<file path="config.mk">
export PLATFORM = sky130hd
export DESIGN_NAME = dand_uart_rx_flat
export DESIGN_NICKNAME = d
export VERILOG_FILES = /design/src/rtl/dand_uart_pkg.sv /design/src/rtl/dand_uart_rx_if.sv /design/src/rtl/dand_uart_rx_fifo.sv /design/src/rtl/dand_uart_rx.sv /design/src/flat_wrapper.sv
export SDC_FILE = /design/constraint.sdc
export NUM_CORES = 1
export LEC_CHECK = 0
export ABC_CLOCK_PERIOD_IN_PS = 3700
export BUFFER_PORTS_ARGS = -buffer_cell sky130_fd_sc_hd__buf_2
export CAP_MARGIN = 0
export CELL_PAD_IN_SITES_DETAIL_PLACEMENT = 1
export CELL_PAD_IN_SITES_GLOBAL_PLACEMENT = 2
export CORE_UTILIZATION = 40
export CTS_BUF_LIST = sky130_fd_sc_hd__clkbuf_4 sky130_fd_sc_hd__clkbuf_8 sky130_fd_sc_hd__clkbuf_16
export CTS_CLUSTER_SIZE = 24
export DETAILED_ROUTE_END_ITERATION = 16
export PLACE_DENSITY_LB_ADDON = 0.1
export REMOVE_ABC_BUFFERS = 1
export SETUP_SLACK_MARGIN = 0.02
export SYNTH_ARGS = -nofsm -noshare
export SYNTH_HDL_FRONTEND = slang
export SYNTH_SLANG_ARGS = --single-unit
</file>
<file path="constraint.sdc">
create_clock -name io_axiClk -period 3.7 [get_ports io_axiClk]
set_input_delay 0.925 -clock io_axiClk [delete_from_list [all_inputs] [get_ports io_axiClk]]
set_output_delay 0.925 -clock io_axiClk [all_outputs]
set_load 0.01 [all_outputs]
</file>
<file path="src/rtl/dand_uart_pkg.sv">
// Shared types and constants for the UART receive path.
package dand_uart_pkg;

    localparam int unsigned UART_DATA_BITS = 8;

    typedef enum logic [2:0] {
        IDLE,
        START,
        DATA,
        PARITY,
        STOP,
        BREAK
    } rx_state_e;

    function automatic logic majority3(input logic a, input logic b, input logic c);
        return (a & b) | (a & c) | (b & c);
    endfunction

endpackage

</file>
<file path="src/rtl/dand_uart_rx_if.sv">
// Valid/ready byte stream carrying received UART data to its consumer.
interface dand_uart_rx_if;
    import dand_uart_pkg::*;

    logic                      io_rx_valid;
    logic                      io_rx_ready;
    logic [UART_DATA_BITS-1:0] io_rx_payload;

    modport master (output io_rx_valid, output io_rx_payload, input io_rx_ready);
    modport slave  (input io_rx_valid, input io_rx_payload, output io_rx_ready);

endinterface

</file>
<file path="src/rtl/dand_uart_rx_fifo.sv">
// Synchronous FIFO for received bytes; head is read directly from storage (no fall-through).
module dand_uart_rx_fifo #(
    parameter int unsigned DEPTH = 16,
    parameter int unsigned WIDTH = 8
) (
    input  logic                     clk,
    input  logic                     resetn,
    input  logic                     push,
    input  logic [WIDTH-1:0]         push_data,
    input  logic                     pop,
    output logic                     full,
    output logic                     empty,
    output logic [WIDTH-1:0]         head,
    output logic [$clog2(DEPTH):0]   occupancy
);

    localparam int unsigned AW = $clog2(DEPTH);

    logic [AW:0]      wr_ptr_q, wr_ptr_d;
    logic [AW:0]      rd_ptr_q, rd_ptr_d;
    logic [WIDTH-1:0] mem_q [DEPTH];
    logic [WIDTH-1:0] mem_d [DEPTH];
    logic             do_pop;
    logic             do_push;

    assign occupancy = wr_ptr_q - rd_ptr_q;
    assign full      = (occupancy == (AW + 1)'(DEPTH));
    assign empty     = (occupancy == '0);
    assign head      = mem_q[rd_ptr_q[AW-1:0]];

    // When full, a same-cycle pop frees the head slot that the write pointer aliases.
    always_comb begin
        do_pop   = pop && !empty;
        do_push  = push && (!full || do_pop);
        wr_ptr_d = wr_ptr_q;
        rd_ptr_d = rd_ptr_q;
        mem_d    = mem_q;
        if (do_push) begin
            mem_d[wr_ptr_q[AW-1:0]] = push_data;
            wr_ptr_d                = wr_ptr_q + (AW + 1)'(1);
        end
        if (do_pop) begin
            rd_ptr_d = rd_ptr_q + (AW + 1)'(1);
        end
    end

    always_ff @(posedge clk) begin
        if (!resetn) begin
            wr_ptr_q <= '0;
            rd_ptr_q <= '0;
            mem_q    <= '{default: '0};
        end else begin
            wr_ptr_q <= wr_ptr_d;
            rd_ptr_q <= rd_ptr_d;
            mem_q    <= mem_d;
        end
    end

endmodule

</file>
<file path="src/rtl/dand_uart_rx.sv">
// Oversampling UART receiver: sync, tick divider, majority vote, deframing FSM, byte FIFO.
module dand_uart_rx
    import dand_uart_pkg::*;
#(
    parameter int unsigned OVERSAMPLE = 8,
    parameter int unsigned DIV_WIDTH  = 16,
    parameter int unsigned FIFO_DEPTH = 16
) (
    input  logic                          io_axiClk,
    input  logic                          io_resetn,
    input  logic                          io_uart_rxd,
    input  logic [DIV_WIDTH-1:0]          io_clkDivider,
    input  logic                          io_parityEn,
    input  logic                          io_parityOdd,
    input  logic                          io_stopBits2,
    dand_uart_rx_if.master                rx,
    output logic [$clog2(FIFO_DEPTH):0]   io_rxOccupancy,
    output logic                          io_frameError,
    output logic                          io_parityError,
    output logic                          io_overflow,
    input  logic                          io_clearErrors
);

    localparam int unsigned SW = $clog2(OVERSAMPLE);
    localparam int unsigned BW = $clog2(UART_DATA_BITS);
    localparam logic [SW-1:0] SAMP_A = SW'(OVERSAMPLE / 2 - 1);
    localparam logic [SW-1:0] SAMP_B = SW'(OVERSAMPLE / 2);
    localparam logic [SW-1:0] SAMP_C = SW'(OVERSAMPLE / 2 + 1);

    rx_state_e                 state_q, state_d;
    logic [1:0]                sync_q, sync_d;
    logic                      rxd_prev_q, rxd_prev_d;
    logic [DIV_WIDTH-1:0]      tick_cnt_q, tick_cnt_d;
    logic [SW-1:0]             samp_q, samp_d;
    logic                      s0_q, s0_d;
    logic                      s1_q, s1_d;
    logic [BW-1:0]             bit_cnt_q, bit_cnt_d;
    logic [UART_DATA_BITS-1:0] shift_q, shift_d;
    logic                      stop2_q, stop2_d;
    logic                      par_bad_q, par_bad_d;
    logic                      frame_err_q, frame_err_d;
    logic                      par_err_q, par_err_d;
    logic                      ovf_q, ovf_d;

    logic rxd;
    logic tick;
    logic decide;
    logic maj;
    logic push;
    logic frame_set;
    logic par_set;
    logic fifo_full;
    logic fifo_empty;

    assign rxd = sync_q[1];

    always_comb begin
        sync_d      = {sync_q[0], io_uart_rxd};
        rxd_prev_d  = rxd;
        state_d     = state_q;
        tick_cnt_d  = tick_cnt_q;
        samp_d      = samp_q;
        s0_d        = s0_q;
        s1_d        = s1_q;
        bit_cnt_d   = bit_cnt_q;
        shift_d     = shift_q;
        stop2_d     = stop2_q;
        par_bad_d   = par_bad_q;
        push        = 1'b0;
        frame_set   = 1'b0;
        par_set     = 1'b0;

        tick   = (state_q != IDLE) && (tick_cnt_q == '0);
        decide = tick && (samp_q == SAMP_C);
        maj    = majority3(s0_q, s1_q, rxd);

        if (state_q == IDLE || tick) begin
            tick_cnt_d = io_clkDivider;
        end else begin
            tick_cnt_d = tick_cnt_q - DIV_WIDTH'(1);
        end

        if (tick) begin
            samp_d = samp_q + SW'(1);
            if (samp_q == SAMP_A) s0_d = rxd;
            if (samp_q == SAMP_B) s1_d = rxd;
        end

        // Bit decisions land mid-bit; the sample counter free-runs so later bits stay aligned.
        unique case (state_q)
            IDLE: begin
                samp_d = '0;
                if (rxd_prev_q && !rxd) state_d = START;
            end
            START: begin
                if (decide) begin
                    if (maj) begin
                        state_d = IDLE;
                    end else begin
                        state_d   = DATA;
                        bit_cnt_d = '0;
                    end
                end
            end
            DATA: begin
                if (decide) begin
                    shift_d   = {maj, shift_q[UART_DATA_BITS-1:1]};
                    bit_cnt_d = bit_cnt_q + BW'(1);
                    if (bit_cnt_q == BW'(UART_DATA_BITS - 1)) begin
                        state_d   = io_parityEn ? PARITY : STOP;
                        stop2_d   = 1'b0;
                        par_bad_d = 1'b0;
                    end
                end
            end
            PARITY: begin
                if (decide) begin
                    par_bad_d = (maj != ((^shift_q) ^ io_parityOdd));
                    state_d   = STOP;
                end
            end
            STOP: begin
                if (decide) begin
                    if (!maj) begin
                        frame_set = 1'b1;
                        state_d   = BREAK;
                    end else if (io_stopBits2 && !stop2_q) begin
                        stop2_d = 1'b1;
                    end else begin
                        push    = 1'b1;
                        par_set = par_bad_q;
                        state_d = IDLE;
                    end
                end
            end
            BREAK: begin
                if (rxd) state_d = IDLE;
            end
            default: state_d = IDLE;
        endcase

        frame_err_d = (frame_err_q & ~io_clearErrors) | frame_set;
        par_err_d   = (par_err_q & ~io_clearErrors) | par_set;
        ovf_d       = (ovf_q & ~io_clearErrors)
                    | (push & fifo_full & ~(rx.io_rx_ready & ~fifo_empty));
    end

    always_ff @(posedge io_axiClk) begin
        if (!io_resetn) begin
            state_q     <= IDLE;
            sync_q      <= '1;
            rxd_prev_q  <= 1'b1;
            tick_cnt_q  <= '0;
            samp_q      <= '0;
            s0_q        <= 1'b1;
            s1_q        <= 1'b1;
            bit_cnt_q   <= '0;
            shift_q     <= '0;
            stop2_q     <= 1'b0;
            par_bad_q   <= 1'b0;
            frame_err_q <= 1'b0;
            par_err_q   <= 1'b0;
            ovf_q       <= 1'b0;
        end else begin
            state_q     <= state_d;
            sync_q      <= sync_d;
            rxd_prev_q  <= rxd_prev_d;
            tick_cnt_q  <= tick_cnt_d;
            samp_q      <= samp_d;
            s0_q        <= s0_d;
            s1_q        <= s1_d;
            bit_cnt_q   <= bit_cnt_d;
            shift_q     <= shift_d;
            stop2_q     <= stop2_d;
            par_bad_q   <= par_bad_d;
            frame_err_q <= frame_err_d;
            par_err_q   <= par_err_d;
            ovf_q       <= ovf_d;
        end
    end

    dand_uart_rx_fifo #(
        .DEPTH (FIFO_DEPTH),
        .WIDTH (UART_DATA_BITS)
    ) u_fifo (
        .clk       (io_axiClk),
        .resetn    (io_resetn),
        .push      (push),
        .push_data (shift_q),
        .pop       (rx.io_rx_ready),
        .full      (fifo_full),
        .empty     (fifo_empty),
        .head      (rx.io_rx_payload),
        .occupancy (io_rxOccupancy)
    );

    assign rx.io_rx_valid = ~fifo_empty;
    assign io_frameError  = frame_err_q;
    assign io_parityError = par_err_q;
    assign io_overflow    = ovf_q;

endmodule

</file>
<file path="src/flat_wrapper.sv">
// flat-port wrapper written by rule: the top's interface ports become plain ports
module dand_uart_rx_flat import dand_uart_pkg::*;
#(
    parameter int unsigned OVERSAMPLE = 8,
    parameter int unsigned DIV_WIDTH  = 16,
    parameter int unsigned FIFO_DEPTH = 16
)
  (io_axiClk, io_resetn, io_uart_rxd, io_clkDivider, io_parityEn, io_parityOdd, io_stopBits2, io_rxOccupancy, io_frameError, io_parityError, io_overflow, io_clearErrors, rx_io_rx_valid, rx_io_rx_payload, rx_io_rx_ready);
  dand_uart_rx_if rx_i ();
  input  logic io_axiClk;
  input  logic io_resetn;
  input  logic io_uart_rxd;
  input  logic [DIV_WIDTH-1:0] io_clkDivider;
  input  logic io_parityEn;
  input  logic io_parityOdd;
  input  logic io_stopBits2;
  output logic [$clog2(FIFO_DEPTH):0] io_rxOccupancy;
  output logic io_frameError;
  output logic io_parityError;
  output logic io_overflow;
  input  logic io_clearErrors;
  output wire logic [$bits(rx_i.io_rx_valid)-1:0] rx_io_rx_valid;
  output wire logic [$bits(rx_i.io_rx_payload)-1:0] rx_io_rx_payload;
  input wire logic [$bits(rx_i.io_rx_ready)-1:0] rx_io_rx_ready;
  assign rx_io_rx_valid = rx_i.io_rx_valid;
  assign rx_io_rx_payload = rx_i.io_rx_payload;
  assign rx_i.io_rx_ready = rx_io_rx_ready;
  dand_uart_rx #(.OVERSAMPLE(OVERSAMPLE), .DIV_WIDTH(DIV_WIDTH), .FIFO_DEPTH(FIFO_DEPTH)) u_core (.io_axiClk(io_axiClk), .io_resetn(io_resetn), .io_uart_rxd(io_uart_rxd), .io_clkDivider(io_clkDivider), .io_parityEn(io_parityEn), .io_parityOdd(io_parityOdd), .io_stopBits2(io_stopBits2), .rx(rx_i), .io_rxOccupancy(io_rxOccupancy), .io_frameError(io_frameError), .io_parityError(io_parityError), .io_overflow(io_overflow), .io_clearErrors(io_clearErrors));
endmodule
</file>
==> run summary, run 1 <==
number of port buffers = 40
antenna diode count = 0
hold wc startpoint = u_core.sync_q[0]
CTS root buf = clkbuf_16
vias per cell = 5.47
die area = 22800 um2
vias in the first global route = 6744
clk buf depth = 2
post-layout min period = 3.52 ns
Post-synth top flop = dfxtp_1
Final WS setup = 0.179 ns
Fmax achieved = 0.284 GHz
Die W = 151 um
Rel. slew slack = 29.3%
Hold Path Depth = 1
Yosys reg bits = 181
routed metal-1 wirelength = 10700 um
Setup TNS = 0 ns
row count = 54
crit-path max FO = 19
clock latency on the worst-skew pair = 0.43 ns
cells after synthesis = 845
DRT antenna net count = 0
grt total ovfl = 0
Slew @ Worst Pin = 1.06 ns
Initial Utilization = 40.8%
Synth area leaders = dfxtp_1 (41%), mux2i_1 (17%), mux4_2 (10%)
r2r endpoint = u_core.u_fifo.mem_q[73]
TritonRoute pass-1 iters = 4
metal3 WL = 436 um
number of synthesized flops with an enable pin = 0
Seq/Total Area, Yosys = 40.7%
Max IR drop VDD = 0.267 mV
DRC = 0
first-pass GRT wire length = 37300 um
synth warn = 0
WL final = 23500 um
Clock Sinks = 181
syn_area_per_cell = 10.5 um2
Worst EP arrival = 2.60 ns
cts hold-fix bufs = 0
drt initial violations = 182
initial antenna violation count = 0
share of cells above drive strength 1 = 17.9%
FF-to-FF path depth = 8
post-layout util = 45.7%
# nets final = 902
maxcap violations = 0
largest net degree at the start of global routing = 53
CORE AREA = 21800 um2
post-synth cell types = 59
Crit Path Class = reg2out
met2 wire length = 12100 um
WP data required = 2.77 ns
max layer used = met4
synthesis-to-finish area growth = 12.1%
Cell Area, Synth = 8900 um2
gr usage total = 21.8%
Final Max Slew Viols = 0
Fin. Hold Viols = 0
period utilization = 95.2%
crit path from = u_core.u_fifo.rd_ptr_q[1]
post-CTS setup buffers = 0
# IOs = 41
CP startpoint kind = flop
CTS tree = done
pwr dens = 457 nW/um2
Hold Crit Class = reg2reg
status = finished clean
Yosys top cell by area = dfxtp_1
reg2reg start = u_core.u_fifo.wr_ptr_q[0]
Clock Pin Slew Worst Setup and Hold Paths = 0.06 ns
ys async rst share = 0%
total power = 4560 uW
Clock Skews = 0.0108 ns
pre-CTS setup slack = 0.329 ns
vias post-DR = 6306
Placer Congestion = 0.734
Num CTS Buffers = 17
leak pwr = 0.00431 uW
Setup crit end kind = output pin
Worst Hold End = u_core.sync_q[1]
post-synth top area share = 40.7%
RSZ-0062 raised after global routing = no
H-tree depth reported by CTS = 4
Reg2Reg Setup Slack = 0.43 ns
final setup violation count = 0
dpl hpwl = 15600 um
fillers = 2386
Die Ht = 151 um
DR WL/cell = 20.4 um
flip-flops by register name, summed over array words and instances, names as in the netlist:
register,flops
u_core.u_fifo.mem_q,128
u_core.tick_cnt_q,16
u_core.shift_q,8
u_core.u_fifo.rd_ptr_q,5
u_core.u_fifo.wr_ptr_q,5
u_core.bit_cnt_q,3
u_core.samp_q,3
u_core.state_q,3
u_core.sync_q,2
u_core.io_frameError,1
u_core.io_overflow,1
u_core.io_parityError,1
u_core.par_bad_q,1
u_core.rxd_prev_q,1
u_core.s0_q,1
u_core.s1_q,1
u_core.stop2_q,1
kinds of logic (layout without fill, tap and decap cells):
logic type / Yosys count / after routing / share of synthesized area [%]
AOI/OAI and AO/OA: 75 / 75 / 9.10
xor gates and xnor gates: 27 / 27 / 2.66
adders and majority gates: 19 / 19 / 2.73
buffers and inverters: 77 / 104 / 3.81
DFF: 181 / 181 / 40.7
muxes: 191 / 191 / 27.1
and+or+nand+nor: 275 / 275 / 13.9
synthesized netlist by cell type, types with 2 or more instances:
library cell and count:
a211oi_1 11, a21o_1 2, a21oi_1 12, a311oi_1 2, and2_1 3, and3_1 2
buf_1 3, buf_2 6, buf_4 2, buf_6 2, clkbuf_1 43, dfxtp_1 181
ha_1 17, inv_1 19, mux2i_1 151, mux4_2 40, nand2_1 174, nand2b_1 12
nand3_1 6, nand3b_1 2, nand4_1 3, nand4b_1 2, nor2_1 40, nor2b_1 6
nor3_1 5, nor3b_1 5, nor4_1 4, nor4_2 2, o2111ai_4 15, o211ai_1 3
o21ai_0 11, o21ai_1 2, o22ai_1 2, o41ai_1 4, or2_2 2, xnor2_1 17
xor2_1 10
layer usage:
layer	vias to the layer above	global-route usage [%]
met5	-	0
met1	3224	26.6
met3	17	3.77
met4	0	5.55
met2	55	39.5
li1	3010	-
critical path, stage by stage (launching register included):
cell	delay [ns]
dfxtp_2	0.39
buf_4	0.36
buf_4	0.35
mux4_2	0.36
mux4_2	0.53
buf_2	0.17
power by group:
part           switching (uW)  internal [uW]  total (uW)
combinational             338            209         547
sequential                110           2020        2130
clock                     772           1110        1880
total                    1220           3340        4560
layout by cell type, fill, tap and decap left out, types with 10 or more instances in the layout:
cell type	synthesis	layout
a211oi_1	11	10
a21oi_1	12	11
buf_2	6	39
buf_4	2	12
clkbuf_16	0	17
dfxtp_1	181	178
ha_1	17	17
inv_1	19	19
mux2i_1	151	150
mux4_2	40	40
nand2_1	174	174
nand2b_1	12	12
nor2_1	40	39
o2111ai_4	15	15
o21ai_0	11	11
xnor2_1	17	16
xor2_1	10	10
worst max-delay path by stage:
| stage | end | slack [ns] | depth (start not counted) |
|---|---|---|---|
| global placement | u_core.u_fifo.mem_q[31] | 0.50 | 8 |
| floorplan | u_core.u_fifo.mem_q[0] | -1.77 | 7 |
| finish | rx_io_rx_payload[5] | 0.18 | 5 |
| detailed placement | u_core.u_fifo.mem_q[73] | 0.33 | 8 |
| global route | rx_io_rx_valid | 0.04 | 8 |
| CTS | rx_io_rx_valid | 0.05 | 8 |
stage by stage:
| step | cell area, um2 | hold slack (ns) | cells |
|---|---|---|---|
| after floorplan | 8630 | 0.386 | 787 |
| after global placement | 9350 | 0.394 | 1121 |
| after detailed placement | 9350 | 0.402 | 1121 |
| after CTS | 9950 | 0.419 | 1152 |
| after global routing | 9970 | 0.449 | 1152 |
| final | 9970 | 0.414 | 1152 |
final cells by class:
cell class,count,area (um2),area share (%)
Clock buffer,22,469,4.71
Clock inverter,9,128,1.28
Inverter,19,71.3,0.715
Multi-Input combinational cell,587,4980,49.9
Sequential cell,181,3630,36.4
Tap cell,280,350,3.51
Timing Repair Buffer,54,345,3.46
timing repair:
item,4_1_cts,5_1_grt
cloned,0,0
resized for setup,2,3
endpoints found under the setup margin,2,2
(Power assumes the default switching activity.)
==> run 2: changes to the inputs <==
CORE_ASPECT_RATIO = 0.9   (was default)
CORE_MARGIN = 1   (was default)
TNS_END_PERCENT = 50   (was default)
==> run summary, run 2 (synthesis results as in run 1) <==
antenna diode count = 0 (unchanged)
Num CTS Buffers = 17 (unchanged)
Rel. slew slack = 31.9% (was 29.3%)
maxcap violations = 0 (unchanged)
Inst Count DP = 1130 (was 1121)
grt total ovfl = 0 (unchanged)
synthesis-to-finish area growth = 12.1% (unchanged)
WP data required = 2.77 ns (about the same)
Die Ht = 143 um (was 151 um)
dpl hpwl = 15900 um (was 15600 um)
CTS root buf = clkbuf_16 (unchanged)
first-pass GRT wire length = 37000 um (was 37300 um)
Setup crit end kind = output pin (unchanged)
max reg flops = 128 (unchanged)
post-layout util = 45.9% (was 45.7%)
Initial Utilization = 41.0% (was 40.8%)
fillers = 2367 (was 2386)
vias post-DR = 6283 (was 6306)
final setup violation count = 0 (unchanged)
Min Hold Slack = 0.414 ns (about the same)
period utilization = 97.2% (was 95.2%)
Slew @ Worst Pin = 1.02 ns (was 1.06 ns)
fin cells = 1161 (was 1152)
pwr dens = 463 nW/um2 (was 457 nW/um2)
CP startpoint kind = flop (unchanged)
Crit Path Class = reg2out (unchanged)
share of cells above drive strength 1 = 17.4% (was 17.9%)
Max IR drop VDD = 0.203 mV (was 0.267 mV)
post-layout min period = 3.60 ns (was 3.52 ns)
clock latency on the worst-skew pair = 0.43 ns (about the same)
DR WL/cell = 19.9 um (was 20.4 um)
Die W = 159 um (was 151 um)
WL final = 23100 um (was 23500 um)
Fin. Hold Viols = 0 (unchanged)
most frequent cells in the layout = dfxtp_1 (179), nand2_1 (174), mux2i_1 (150), mux4_2 (40) (was dfxtp_1 (178), nand2_1 (174), mux2i_1 (150), mux4_2 (40))
crit-path max FO = 5 (was 19)
Largest regs = u_core.u_fifo.mem_q: 128 flops, u_core.tick_cnt_q: 16 flops, u_core.shift_q: 8 flops (unchanged)
clk buf depth = 2 (unchanged)
drt initial violations = 349 (was 182)
DRC = 0 (unchanged)
die area = 22800 um2 (about the same)
Clock Pin Slew Worst Setup and Hold Paths = 0.07 ns (was 0.06 ns)
DRT antenna net count = 0 (unchanged)
status = finished clean (unchanged)
Placer Congestion = 0.775 (was 0.734)
vias per cell = 5.41 (was 5.47)
# IOs = 41 (unchanged)
Setup TNS = 0 ns (unchanged)
Hold Crit Class = reg2reg (unchanged)
RSZ-0062 raised after global routing = yes (was no)
H-tree depth reported by CTS = 4 (unchanged)
Final Max Slew Viols = 0 (unchanged)
post-CTS setup buffers = 0 (unchanged)
footprint of the multi-input gates = 4960 um2 (was 4980 um2)
commonest non-fill, non-tap cell in the layout = dfxtp_1 (unchanged)
Fmax achieved = 0.278 GHz (was 0.284 GHz)
gr usage total = 21.1% (was 21.8%)
register area = 3630 um2 (about the same)
Worst EP arrival = 2.67 ns (was 2.60 ns)
number of port buffers = 40 (unchanged)
Clock Skews = 0.0122 ns (was 0.0108 ns)
CTS tree = done (unchanged)
initial antenna violation count = 0 (unchanged)
# nets final = 900 (was 902)
Biggest register = u_core.u_fifo.mem_q (unchanged)
largest net degree at the start of global routing = 71 (was 53)
Clock Sinks = 181 (unchanged)
row count = 51 (was 54)
leak pwr = 0.00429 uW (was 0.00431 uW)
TritonRoute pass-1 iters = 4 (unchanged)
CORE AREA = 21700 um2 (was 21800 um2)
vias in the first global route = 6727 (was 6744)
[run 2: cell types whose count changed in the layout (fill, tap and decap cells not counted), sizes merged]
cell,previous run,this run
clkinvlp,0,1
clkbuf,22,19
inv,20,24
buf,54,52
clkinv,5,3
[run 2: path summary, 6_finish.rpt]
| path | depth (start not counted) | to | slack, ns | start |
|---|---|---|---|---|
| hold / removal | 1 | u_core.sync_q[1] | 0.41 | u_core.sync_q[0] |
| hold reg to reg | 1 | u_core.sync_q[1] | 0.41 | u_core.sync_q[0] |
| setup reg to reg | 9 | u_core.u_fifo.mem_q[70] | 0.54 | u_core.u_fifo.wr_ptr_q[0] |
| setup / recovery | 8 | rx_io_rx_valid | 0.10 | u_core.u_fifo.wr_ptr_q[0] |
[run 2: area by class of cell]
class / count / share of cell area (%)
tap: 291 / 3.65
sequential: 181 / 36.4
multi-input combinational: 587 / 49.7
timing repair buffer: 52 / 3.31
clock buffer: 19 / 4.54
clock inverter: 12 / 1.67
inverter: 19 / 0.715
[run 2: stage by stage]
| step | setup slack, ns | instance area, um2 | power [uW] |
|---|---|---|---|
| after floorplan | -1.77 | 8630 | 2540 |
| after global placement | 0.603 | 9350 | 2710 |
| after detailed placement | 0.504 | 9350 | 2730 |
| after CTS | 0.0860 | 9960 | 4660 |
| after global routing | -0.0232 | 9970 | 4840 |
| final | 0.104 | 9970 | 4620 |
[run 2: layer usage]
metal  global-route usage, %  up-vias  part of all wire [%]
met5                       0        -                     0
met4                    5.82        0                   1.1
met3                    3.23       12                   2.1
met2                    35.1       60                    47
met1                    28.6     3207                    49
li1                        -     3004                     -
[run 2: report_power, final]
group	switching [uW]	total (uW)	internal [uW]	leakage, uW
combinational	344	553	209	0.00252
sequential	113	2130	2020	0.00146
clock	819	1930	1110	0.000303
[run 2: what timing repair did]
item,CTS,global route
gates resized for setup,0,1
hold buffers,0,0
endpoints found under the setup margin,0,2
hold endpoints to repair,0,0
[run 2: critical path, cell delays in order (launching register included)]
cell	delay (ns)
dfxtp_1	0.41
inv_1	0.13
ha_1	0.24
fa_1	0.41
xnor2_1	0.28
and4bb_1	0.26
or2_2	0.32
nand2_1	0.08
buf_2	0.12
==> run 3: changes to the inputs <==
CORE_UTILIZATION = 41   (was 40)
==> run summary, run 3 (synthesis results as in run 1) <==
Final Cell Area = 9940 um2 (was 9970 um2)
met2 global-route usage = 35.7% (was 35.1%)
CP startpoint kind = flop (unchanged)
Fin. Hold Viols = 0 (unchanged)
CORE AREA = 21000 um2 (was 21700 um2)
vias per cell = 5.51 (was 5.41)
Setup crit end kind = output pin (unchanged)
status = finished clean (unchanged)
Post-DP Area = 9330 um2 (was 9350 um2)
Initial Utilization = 42.3% (was 41.0%)
fillers = 2336 (was 2367)
Reg2Reg Setup Slack = 0.33 ns (was 0.54 ns)
DRT antenna net count = 0 (unchanged)
gr usage total = 21.6% (was 21.1%)
post-CTS setup buffers = 0 (unchanged)
row count = 50 (was 51)
Placer Congestion = 0.807 (was 0.775)
CTS tree = done (unchanged)
Worst EP arrival = 2.61 ns (was 2.67 ns)
antenna diode count = 0 (unchanged)
TritonRoute pass-1 iters = 4 (unchanged)
maxcap violations = 0 (unchanged)
Crit Path Class = reg2out (unchanged)
register area = 3630 um2 (about the same)
DRC = 0 (unchanged)
commonest non-fill, non-tap cell in the layout = dfxtp_1 (unchanged)
met1 Track Usage GR = 28.9% (was 28.6%)
vias post-DR = 6378 (was 6283)
dpl hpwl = 15600 um (was 15900 um)
number of port buffers = 40 (unchanged)
Max IR drop VDD = 0.253 mV (was 0.203 mV)
clock latency on the worst-skew pair = 0.44 ns (was 0.43 ns)
Slew @ Worst Pin = 1.06 ns (was 1.02 ns)
Clock Sinks = 181 (unchanged)
Rel. slew slack = 29.0% (was 31.9%)
grt total ovfl = 0 (unchanged)
Hold Crit Class = reg2reg (unchanged)
leak pwr = 0.00429 uW (about the same)
CTS root buf = clkbuf_16 (unchanged)
WL final = 22600 um (was 23100 um)
Fmax achieved = 0.283 GHz (was 0.278 GHz)
DR WL/cell = 19.6 um (was 19.9 um)
first-pass GRT wire length = 36500 um (was 37000 um)
share of cells above drive strength 1 = 17.9% (was 17.4%)
Final Max Slew Viols = 0 (unchanged)
most frequent cells in the layout = dfxtp_1 (178), nand2_1 (174), mux2i_1 (150), mux4_2 (40) (was dfxtp_1 (179), nand2_1 (174), mux2i_1 (150), mux4_2 (40))
footprint of the multi-input gates = 4980 um2 (was 4960 um2)
Clock Pin Slew Worst Setup and Hold Paths = 0.08 ns (was 0.07 ns)
vias in the first global route = 6701 (was 6727)
die area = 22300 um2 (was 22800 um2)
Largest regs = u_core.u_fifo.mem_q: 128 flops, u_core.tick_cnt_q: 16 flops, u_core.shift_q: 8 flops (unchanged)
Num CTS Buffers = 17 (unchanged)
max reg flops = 128 (unchanged)
Biggest register = u_core.u_fifo.mem_q (unchanged)
GR peak layer = met2 (unchanged)
crit-path max FO = 23 (was 5)
period utilization = 95.5% (was 97.2%)
largest net degree at the start of global routing = 68 (was 71)
RSZ-0062 raised after global routing = no (was yes)
synthesis-to-finish area growth = 11.7% (was 12.1%)
post-layout min period = 3.53 ns (was 3.60 ns)
Clock Skews = 0.0137 ns (was 0.0122 ns)
initial antenna violation count = 0 (unchanged)
Die W = 157 um (was 159 um)
pwr dens = 454 nW/um2 (was 463 nW/um2)
clk buf depth = 2 (unchanged)
final setup violation count = 0 (unchanged)
met3 global-route usage = 3.60% (was 3.23%)
total power = 4520 uW (was 4620 uW)
reg2reg start = u_core.u_fifo.wr_ptr_q[0] (unchanged)
cts hold-fix bufs = 0 (unchanged)
drt initial violations = 272 (was 349)
Die Ht = 142 um (was 143 um)
H-tree depth reported by CTS = 4 (unchanged)
crit path from = u_core.u_fifo.rd_ptr_q[1] (was u_core.u_fifo.wr_ptr_q[0])
# nets final = 900 (unchanged)
hold wc startpoint = u_core.sync_q[0] (unchanged)
# IOs = 41 (unchanged)
WP data required = 2.77 ns (about the same)
[run 3: changes by cell type in the layout (fill, tap and decap cells not counted), sizes merged]
| cell | previous run | this run |
|---|---|---|
| clkinv | 3 | 6 |
| inv | 24 | 27 |
| clkinvlp | 1 | 0 |
| bufinv | 3 | 1 |
| clkbuf | 19 | 17 |
[run 3: through the flow]
stage                     setup TNS (ns)  hold slack [ns]  setup WS [ns]  util (%)  cells
after detailed placement               0            0.403          0.261      44.4   1125
after global routing                   0            0.446         0.0640      47.3   1157
after global placement                 0            0.398          0.447      44.4   1125
final                                  0            0.421          0.167      47.3   1157
after CTS                              0            0.428         0.0593      47.2   1157
after floorplan                  -210.03            0.386          -1.77         -    787
[run 3: critical path: stages (launching register included)]
cell and delay (ns):
dfxtp_2 0.36, buf_4 0.39, buf_4 0.34, mux4_2 0.40, mux4_2 0.51, buf_2 0.16
[run 3: cell type report]
| cell class | instances | share of cell area [%] |
|---|---|---|
| repair buffers | 52 | 3.20 |
| inverters | 19 | 0.718 |
| multi-input cells | 587 | 50.1 |
| clock buffers | 17 | 4.28 |
| well taps | 286 | 3.60 |
| flip-flops and latches | 181 | 36.5 |
| clock inverters | 15 | 1.62 |
[run 3: report_power, final]
group          leakage [uW]  switching (uW)  internal, uW
clock              0.000290             866           959
sequential          0.00146             116          2020
combinational       0.00254             347           208
[run 3: layer usage]
layer,routed length [um],vias to the layer above
met5,0,-
met4,256,0
met3,463,16
met2,10800,66
met1,11100,3277
li1,-,3019
[run 3: repair_timing]
action | in CTS | in global routing
endpoints found under the setup margin | 0 | 2
gates resized for setup | 0 | 5
hold endpoints to repair | 0 | 0
[run 3: final timing paths]
kind                            cells past startpoint                     end
worst min register to register                      1        u_core.sync_q[1]
worst max register to register                      8  u_core.u_fifo.mem_q[2]
worst min-delay path                                1        u_core.sync_q[1]
worst max-delay path                                5     rx_io_rx_payload[4]
